**src/rtl/stream_to_axi_collector_if.sv**
```systemverilog
// Lane-side and AXI-stream-side signals of the probe result collector.
interface stream_to_axi_collector_if #(
  parameter int SN_WIDTH = 32
);
  logic [7:0]          in_valid;
  logic [7:0]          in_ready;
  logic [7:0][63:0]    in_data;
  logic [7:0]          in_hit;
  logic [7:0][63:0]    in_serialnum;
  logic [7:0]          in_last;
  logic [511:0]        out_data;
  logic [7:0]          out_keep;
  logic                out_valid;
  logic                out_ready;
  logic                out_last;
  logic [SN_WIDTH-1:0] curr_sn;
  logic                err_sn;

  modport slave (
    input  in_valid, in_data, in_hit, in_serialnum, in_last, out_ready,
    output in_ready, out_data, out_keep, out_valid, out_last, curr_sn, err_sn
  );

  modport master (
    output in_valid, in_data, in_hit, in_serialnum, in_last, out_ready,
    input  in_ready, out_data, out_keep, out_valid, out_last, curr_sn, err_sn
  );
endinterface

```
**src/rtl/stream_to_axi_collector.sv**
```systemverilog
// Reassembles per-lane 64-bit probe results by serial number into 512-bit beats,
// publishing the next awaited serial (curr_sn) back to the splitter.
module stream_to_axi_collector #(
  parameter bit EMIT_EMPTY = 1'b0,
  parameter int SN_WIDTH   = 32
) (
  input logic                      clk,
  input logic                      reset,
  stream_to_axi_collector_if.slave bus
);
  localparam int LANES = 8;

  typedef enum logic [1:0] {
    COLLECT = 2'd0,
    FLUSH   = 2'd1,
    DRAIN   = 2'd2,
    DONE    = 2'd3
  } state_t;

  state_t                  state_q;
  logic [LANES-1:0][63:0]  slot_data_q;
  logic [LANES-1:0]        slot_hit_q;
  logic [LANES-1:0]        slot_full_q;
  logic [511:0]            out_data_q;
  logic [7:0]              out_keep_q;
  logic                    out_valid_q;
  logic                    out_last_q;
  logic [SN_WIDTH-1:0]     curr_sn_q;
  logic                    err_sn_q;

  logic [SN_WIDTH-1:0]     sn_diff [LANES];
  logic [LANES-1:0]        lane_ok;
  logic [LANES-1:0]        sn_match;
  logic [LANES-1:0]        drop;
  logic [LANES-1:0]        ready;
  logic [LANES-1:0]        take;
  logic                    collect;
  logic                    out_free;
  logic                    pack_fire;
  logic                    bad_fire;
  logic                    flush_go;
  logic                    partial_last;

  // Serial "behind" is judged by the sign of the modular difference, so wrap needs no care.
  always_comb begin
    collect  = (state_q == COLLECT);
    sn_diff  = '{default: '0};
    lane_ok  = '0;
    sn_match = '0;
    drop     = '0;
    ready    = '0;
    take     = '0;
    for (int i = 0; i < LANES; i++) begin
      sn_diff[i]  = bus.in_serialnum[i][SN_WIDTH-1:0] - curr_sn_q;
      lane_ok[i]  = (bus.in_serialnum[i][63:32] == 32'(i));
      sn_match[i] = (sn_diff[i] == '0);
      drop[i]     = !lane_ok[i] || sn_diff[i][SN_WIDTH-1];
      ready[i]    = collect && !reset && (drop[i] || (sn_match[i] && !slot_full_q[i]));
      take[i]     = bus.in_valid[i] && ready[i] && !drop[i];
    end
    out_free     = !out_valid_q || bus.out_ready;
    pack_fire    = collect && (&slot_full_q) && out_free;
    bad_fire     = |(bus.in_valid & ready & drop);
    flush_go     = collect && (&bus.in_last) && (slot_full_q == '0);
    partial_last = collect && (&bus.in_last) && (|slot_full_q) && !(&(slot_full_q | take));
  end

  always_ff @(posedge clk) begin
    if (reset) begin
      state_q     <= COLLECT;
      slot_data_q <= '0;
      slot_hit_q  <= '0;
      slot_full_q <= '0;
      out_data_q  <= '0;
      out_keep_q  <= 8'h00;
      out_valid_q <= 1'b0;
      out_last_q  <= 1'b0;
      curr_sn_q   <= '0;
      err_sn_q    <= 1'b0;
    end else begin
      for (int i = 0; i < LANES; i++) begin
        if (take[i]) begin
          slot_data_q[i] <= bus.in_hit[i] ? bus.in_data[i] : 64'd0;
          slot_hit_q[i]  <= bus.in_hit[i];
          slot_full_q[i] <= 1'b1;
        end
      end
      if (bad_fire || partial_last) begin
        err_sn_q <= 1'b1;
      end
      case (state_q)
        COLLECT: begin
          if (pack_fire) begin
            out_data_q  <= slot_data_q;
            out_keep_q  <= slot_hit_q;
            out_last_q  <= 1'b0;
            out_valid_q <= (|slot_hit_q) || EMIT_EMPTY;
            slot_full_q <= '0;
            slot_hit_q  <= '0;
            curr_sn_q   <= curr_sn_q + 1'b1;
          end else if (bus.out_ready) begin
            out_valid_q <= 1'b0;
          end
          if (flush_go) begin
            state_q <= FLUSH;
          end
        end
        FLUSH: begin
          if (out_free) begin
            out_data_q  <= '0;
            out_keep_q  <= 8'h00;
            out_last_q  <= 1'b1;
            out_valid_q <= 1'b1;
            state_q     <= DRAIN;
          end
        end
        DRAIN: begin
          if (out_valid_q && bus.out_ready) begin
            out_valid_q <= 1'b0;
            out_last_q  <= 1'b0;
            state_q     <= DONE;
          end
        end
        DONE: begin
          out_valid_q <= 1'b0;
        end
        default: begin
          state_q <= COLLECT;
        end
      endcase
    end
  end

  assign bus.in_ready  = ready;
  assign bus.out_data  = out_data_q;
  assign bus.out_keep  = out_keep_q;
  assign bus.out_valid = out_valid_q;
  assign bus.out_last  = out_last_q;
  assign bus.curr_sn   = curr_sn_q;
  assign bus.err_sn    = err_sn_q;

endmodule

```
**src/flat_wrapper.sv**
```systemverilog
// flat-port wrapper written by rule: the top's interface ports become plain ports
module stream_to_axi_collector_flat 
#(
  parameter bit EMIT_EMPTY = 1'b0,
  parameter int SN_WIDTH   = 32
)
  (clk, reset, bus_in_valid, bus_in_data, bus_in_hit, bus_in_serialnum, bus_in_last, bus_out_ready, bus_in_ready, bus_out_data, bus_out_keep, bus_out_valid, bus_out_last, bus_curr_sn, bus_err_sn);
  stream_to_axi_collector_if #(.SN_WIDTH(SN_WIDTH)) bus_i ();
  input logic clk;
  input logic reset;
  input wire logic [$bits(bus_i.in_valid)-1:0] bus_in_valid;
  input wire logic [$bits(bus_i.in_data)-1:0] bus_in_data;
  input wire logic [$bits(bus_i.in_hit)-1:0] bus_in_hit;
  input wire logic [$bits(bus_i.in_serialnum)-1:0] bus_in_serialnum;
  input wire logic [$bits(bus_i.in_last)-1:0] bus_in_last;
  input wire logic [$bits(bus_i.out_ready)-1:0] bus_out_ready;
  output wire logic [$bits(bus_i.in_ready)-1:0] bus_in_ready;
  output wire logic [$bits(bus_i.out_data)-1:0] bus_out_data;
  output wire logic [$bits(bus_i.out_keep)-1:0] bus_out_keep;
  output wire logic [$bits(bus_i.out_valid)-1:0] bus_out_valid;
  output wire logic [$bits(bus_i.out_last)-1:0] bus_out_last;
  output wire logic [$bits(bus_i.curr_sn)-1:0] bus_curr_sn;
  output wire logic [$bits(bus_i.err_sn)-1:0] bus_err_sn;
  assign bus_i.in_valid = bus_in_valid;
  assign bus_i.in_data = bus_in_data;
  assign bus_i.in_hit = bus_in_hit;
  assign bus_i.in_serialnum = bus_in_serialnum;
  assign bus_i.in_last = bus_in_last;
  assign bus_i.out_ready = bus_out_ready;
  assign bus_in_ready = bus_i.in_ready;
  assign bus_out_data = bus_i.out_data;
  assign bus_out_keep = bus_i.out_keep;
  assign bus_out_valid = bus_i.out_valid;
  assign bus_out_last = bus_i.out_last;
  assign bus_curr_sn = bus_i.curr_sn;
  assign bus_err_sn = bus_i.err_sn;
  stream_to_axi_collector #(.EMIT_EMPTY(EMIT_EMPTY), .SN_WIDTH(SN_WIDTH)) u_core (.clk(clk), .reset(reset), .bus(bus_i));
endmodule
```
**config.mk**
```make
export PLATFORM = sky130hd
export DESIGN_NAME = stream_to_axi_collector_flat
export DESIGN_NICKNAME = d
export VERILOG_FILES = /design/src/rtl/stream_to_axi_collector_if.sv /design/src/rtl/stream_to_axi_collector.sv /design/src/flat_wrapper.sv
export SDC_FILE = /design/constraint.sdc
export NUM_CORES = 2
export LEC_CHECK = 0
export ABC_AREA = 1
export ABC_CLOCK_PERIOD_IN_PS = 3900
export CAP_MARGIN = 20
export CELL_PAD_IN_SITES_DETAIL_PLACEMENT = 0
export CELL_PAD_IN_SITES_GLOBAL_PLACEMENT = 1
export CORE_AREA = 4 4 628 630
export DETAILED_ROUTE_END_ITERATION = 8
export DIE_AREA = 0 0 632 634
export PLACE_DENSITY_LB_ADDON = 0.1
export RECOVER_POWER = 50
export SYNTH_ARGS = -nofsm -noshare
export SYNTH_HDL_FRONTEND = slang
export SYNTH_SLANG_ARGS = --single-unit
```
**constraint.sdc**
```tcl
create_clock -name clk -period 3.9 [get_ports clk]
set_input_delay 0.39 -clock clk [delete_from_list [all_inputs] [get_ports clk]]
set_output_delay 0.39 -clock clk [all_outputs]
set_load 0.05 [all_outputs]
```
==> run_results.csv <==
group,metric,value,unit
run_status,status,"complete, but fails checks",
run_status,violations,"setup timing",
global_route,grt_usage,20.54,%
floorplanning,dieArea,0.4007,mm²
route,drt-total-wl,434400,µm
sta,rsz0062_at_grt,"true",
worst_setup_path,crit_path_max_incr_delay,0.36,ns
yosys,syn_avg_cell_area,6.349,µm²
sta,worst_pin_slew,1.284,ns
sta,drv_slew,0,
clocking,path_clk_slew,0.06,ns
cells_and_area,mostFrequentLayoutCell,"nand2_1",
sta,fin_crit_sh,108.5,%
clocking,cts_tree,"yes",
floorplanning,die_h,634,µm
route,post-route-drc-count,0,
global_route,grt_max_degree,194,
global_route,antenna_found_initial,202,
cells_and_area,nets,13467,
clocking,cts_buffers,147,
yosys,ys_top_cells_by_area,"dfxtp_1 (36%), nand2_1 (21%), a21oi_1 (8.8%)",
pwr,p_per_area,346.1,mW/mm²
job,cap_viol_max_count,0,
yosys,synth_top_area_share,35.53,%
floorplanning,rows,229,
floorplanning,core_area,0.3885,mm²
worst_setup_path,cp_common_cell,"buf_12",
sta,maxClockFrequency,236.2,MHz
worst_setup_path,end_kind,"output pin",
sta,relSlewSlack,14.38,%
yosys,synth_cell_types,55,
floorplanning,die_w,632,µm
place,dp_hpwl,354300,µm
worst_hold_path,min_delay_path_depth,3,
sta,setup_ws,-0.3334,ns
route,first_pass_iters,7,
global_route,grt_pass1_wl,585000,µm
pwr,vdd_drop_max,0.3800,mV
sta,finalSetupTns,-2.065,ns
floorplanning,start_util,15.73,%
sta,finClkSkew,0.1159,ns
yosys,netlist_instances,9628,
worst_hold_path,hold_class,"in -> reg",
cells_and_area,syn2layout_area_growth,65.77,%
place,port_buffers,1613,
yosys,ys_warn_count,0,
clocking,h-tree-depth,4,
worst_setup_path,crit_arrival,3.84,ns
worst_setup_path,ff2ff_setup_slack,-0.04,ns
clocking,clock_latency,0.85,ns
worst_setup_path,worstPathRequired,3.51,ns
pwr,p_leak,0.04401,µW
yosys,synth_edf_count,0,
floorplanning,ios,1614,
worst_setup_path,crit_slowest_cell,"dfxtp_2",
yosys,ys_seq_area_share,35.53,%
place,gp_congestion,0.8999,
route,wl_per_cell,24.83,µm
worst_setup_path,worstPathCellList,"inv_4, buf_12, buf_12, ha_4, nand2_2, inv_2, buf_4, nand2_1, nor2_2, nand2_2, nand2_4, buf_4, nand4_1, nand3_1, nand2_4, buf_4, nor3_2, inv_2, o21a_1, buf_12, buf_12",
route,drt-initial-drc-count,4158,
worst_setup_path,startpoint_type,"flip-flop",
route,viasPerCell,4.184,
route,drtAntennaViolNets,0,
yosys,synthArstFlopShare,0,%
global_route,grt-ovfl-total,0,
yosys,synth_top_area_cell,"dfxtp_1",
clocking,cts.sinks,1085,
worst_setup_path,reg2reg_depth,30,
cells_and_area,layout-drive-gt1-share,18.47,%
sta,finalHoldViolCount,0,
sta,setup_viol,10,
pwr,totalPowerFinal,35070,µW
yosys,ys.flop_type,"dfxtp_1",
worst_setup_path,critical_path_class,"reg -> out",
sta,period_minus_slack,4.233,ns
global_route,grt_pass1_vias,72502,
yosys,synthesis.nets,10942,
yosys,ys_seq_elements,1085,
yosys,syn_area,0.06113,mm²
worst_setup_path,path_max_fanout,4,
clocking,cts_root_buffer,"clkbuf_16",
cells_and_area,layout_common_cells,"nand2_1 (3,247), inv_1 (1,075), dfxtp_1 (1,069)",
clocking,clockBufferDepth,4,
route,via_count,73193,
final timing paths:
| kind | from | to |
|---|---|---|
| worst max-delay path | u_core.bus.curr_sn[7] | bus_in_ready[2] |
| worst min-delay path | bus_in_data[201] | u_core.slot_data_q[201] |
| worst max register to register | u_core.bus.curr_sn[2] | u_core.slot_data_q[326] |
| worst min register to register | u_core.slot_data_q[192] | u_core.bus.out_data[192] |
where the power goes:
part	internal, µW	switching [µW]
logic	3580	6890
clock network	7890	5590
registers	11100	14.9
per-layer routing:
layer	vias to the layer above	share of wire (%)	track usage, %
li1	35987	-	-
met4	86	3.2	5.804
met3	606	5.8	4.460
met1	34502	43	25.51
met2	2012	48	35.52
met5	-	0.13	0
layout make-up:
cell class                 count  area (µm²)
fill                       43294      287200
multi-input combinational   6978       36630
timing repair buffer        2798       27390
sequential                  1085       21750
tap                         5197        6502
clock buffer                 226        4369
inverter                    1143        4345
clock inverter                28       255.2
antenna                       39       97.59
kinds of logic (layout without fill, tap and decap cells):
family | Yosys count | after routing | synth area share, %
and+or+nand+nor | 5401 | 5401 | 37.08
buffers and inverters | 1565 | 4195 | 10.23
AOI/OAI and AO/OA | 1267 | 1267 | 11.00
DFF | 1085 | 1085 | 35.53
adders and majority gates | 263 | 263 | 5.482
xor gates and xnor gates | 47 | 47 | 0.6734
other | 0 | 39 | 0
metrics by stage:
stage | worst slack [ns] | hold WS [ns] | util, % | area, µm² | cells
floorplan | 0.1178 | 0.4444 | - | 61130 | 9628
detailed placement | -0.7357 | 0.4536 | 23.64 | 91840 | 17111
CTS | -0.6854 | 0.01454 | 25.32 | 98390 | 17414
global route | -0.5555 | 0.05983 | 26.07 | 101300 | 17472
finish | -0.3334 | 0.1018 | 26.08 | 101300 | 17494
global placement | -0.7703 | 0.4502 | 23.64 | 91840 | 17111
repair_timing:
item | in CTS | in global routing
resized for setup | 321 | 614
endpoints found under the setup margin | 530 | 520
hold endpoints to repair | 16 | 0
hold buffers | 1 | 0
pin swaps | 47 | 169
gates cloned | 6 | 6
buffers inserted | 42 | 42
synthesized netlist by cell type, types with 4 or more instances:
master,n
nand4_2,5
inv_1,1126
a21o_1,12
fa_1,8
nand2_2,54
nor4_1,81
nand3b_1,40
nor2_2,7
xnor2_1,25
nor3_1,76
inv_2,15
and2_1,13
a21oi_1,1076
o21a_1,12
buf_6,21
clkbuf_1,324
or4_1,10
nor3_2,4
buf_2,44
o21bai_1,23
and2_0,4
a21oi_2,59
nand4_1,118
nor2_1,501
o21ai_0,66
ha_1,255
buf_4,22
buf_1,6
nand2_1,3456
xor2_1,22
nand3_1,1014
buf_12,5
dfxtp_1,1085
nor4b_1,4
critical path, delay by kind of cell (launching register included):
kind	cells	cell delay, ns
compound gates	1	0.20
flops	1	0.36
fa+ha+maj	1	0.29
simple gates	9	1.06
buf+inv	10	1.14
sequential cells by signal, indices dropped and copies added (netlist names):
name / count
u_core.bus.curr_sn: 32
u_core.bus.err_sn: 1
u_core.bus.out_data: 512
u_core.bus.out_keep: 8
u_core.bus.out_last: 1
u_core.bus.out_valid: 1
u_core.slot_data_q: 512
u_core.slot_full_q: 8
u_core.slot_hit_q: 8
u_core.state_q: 2
Note: power is estimated with default switching activity, not from simulation.
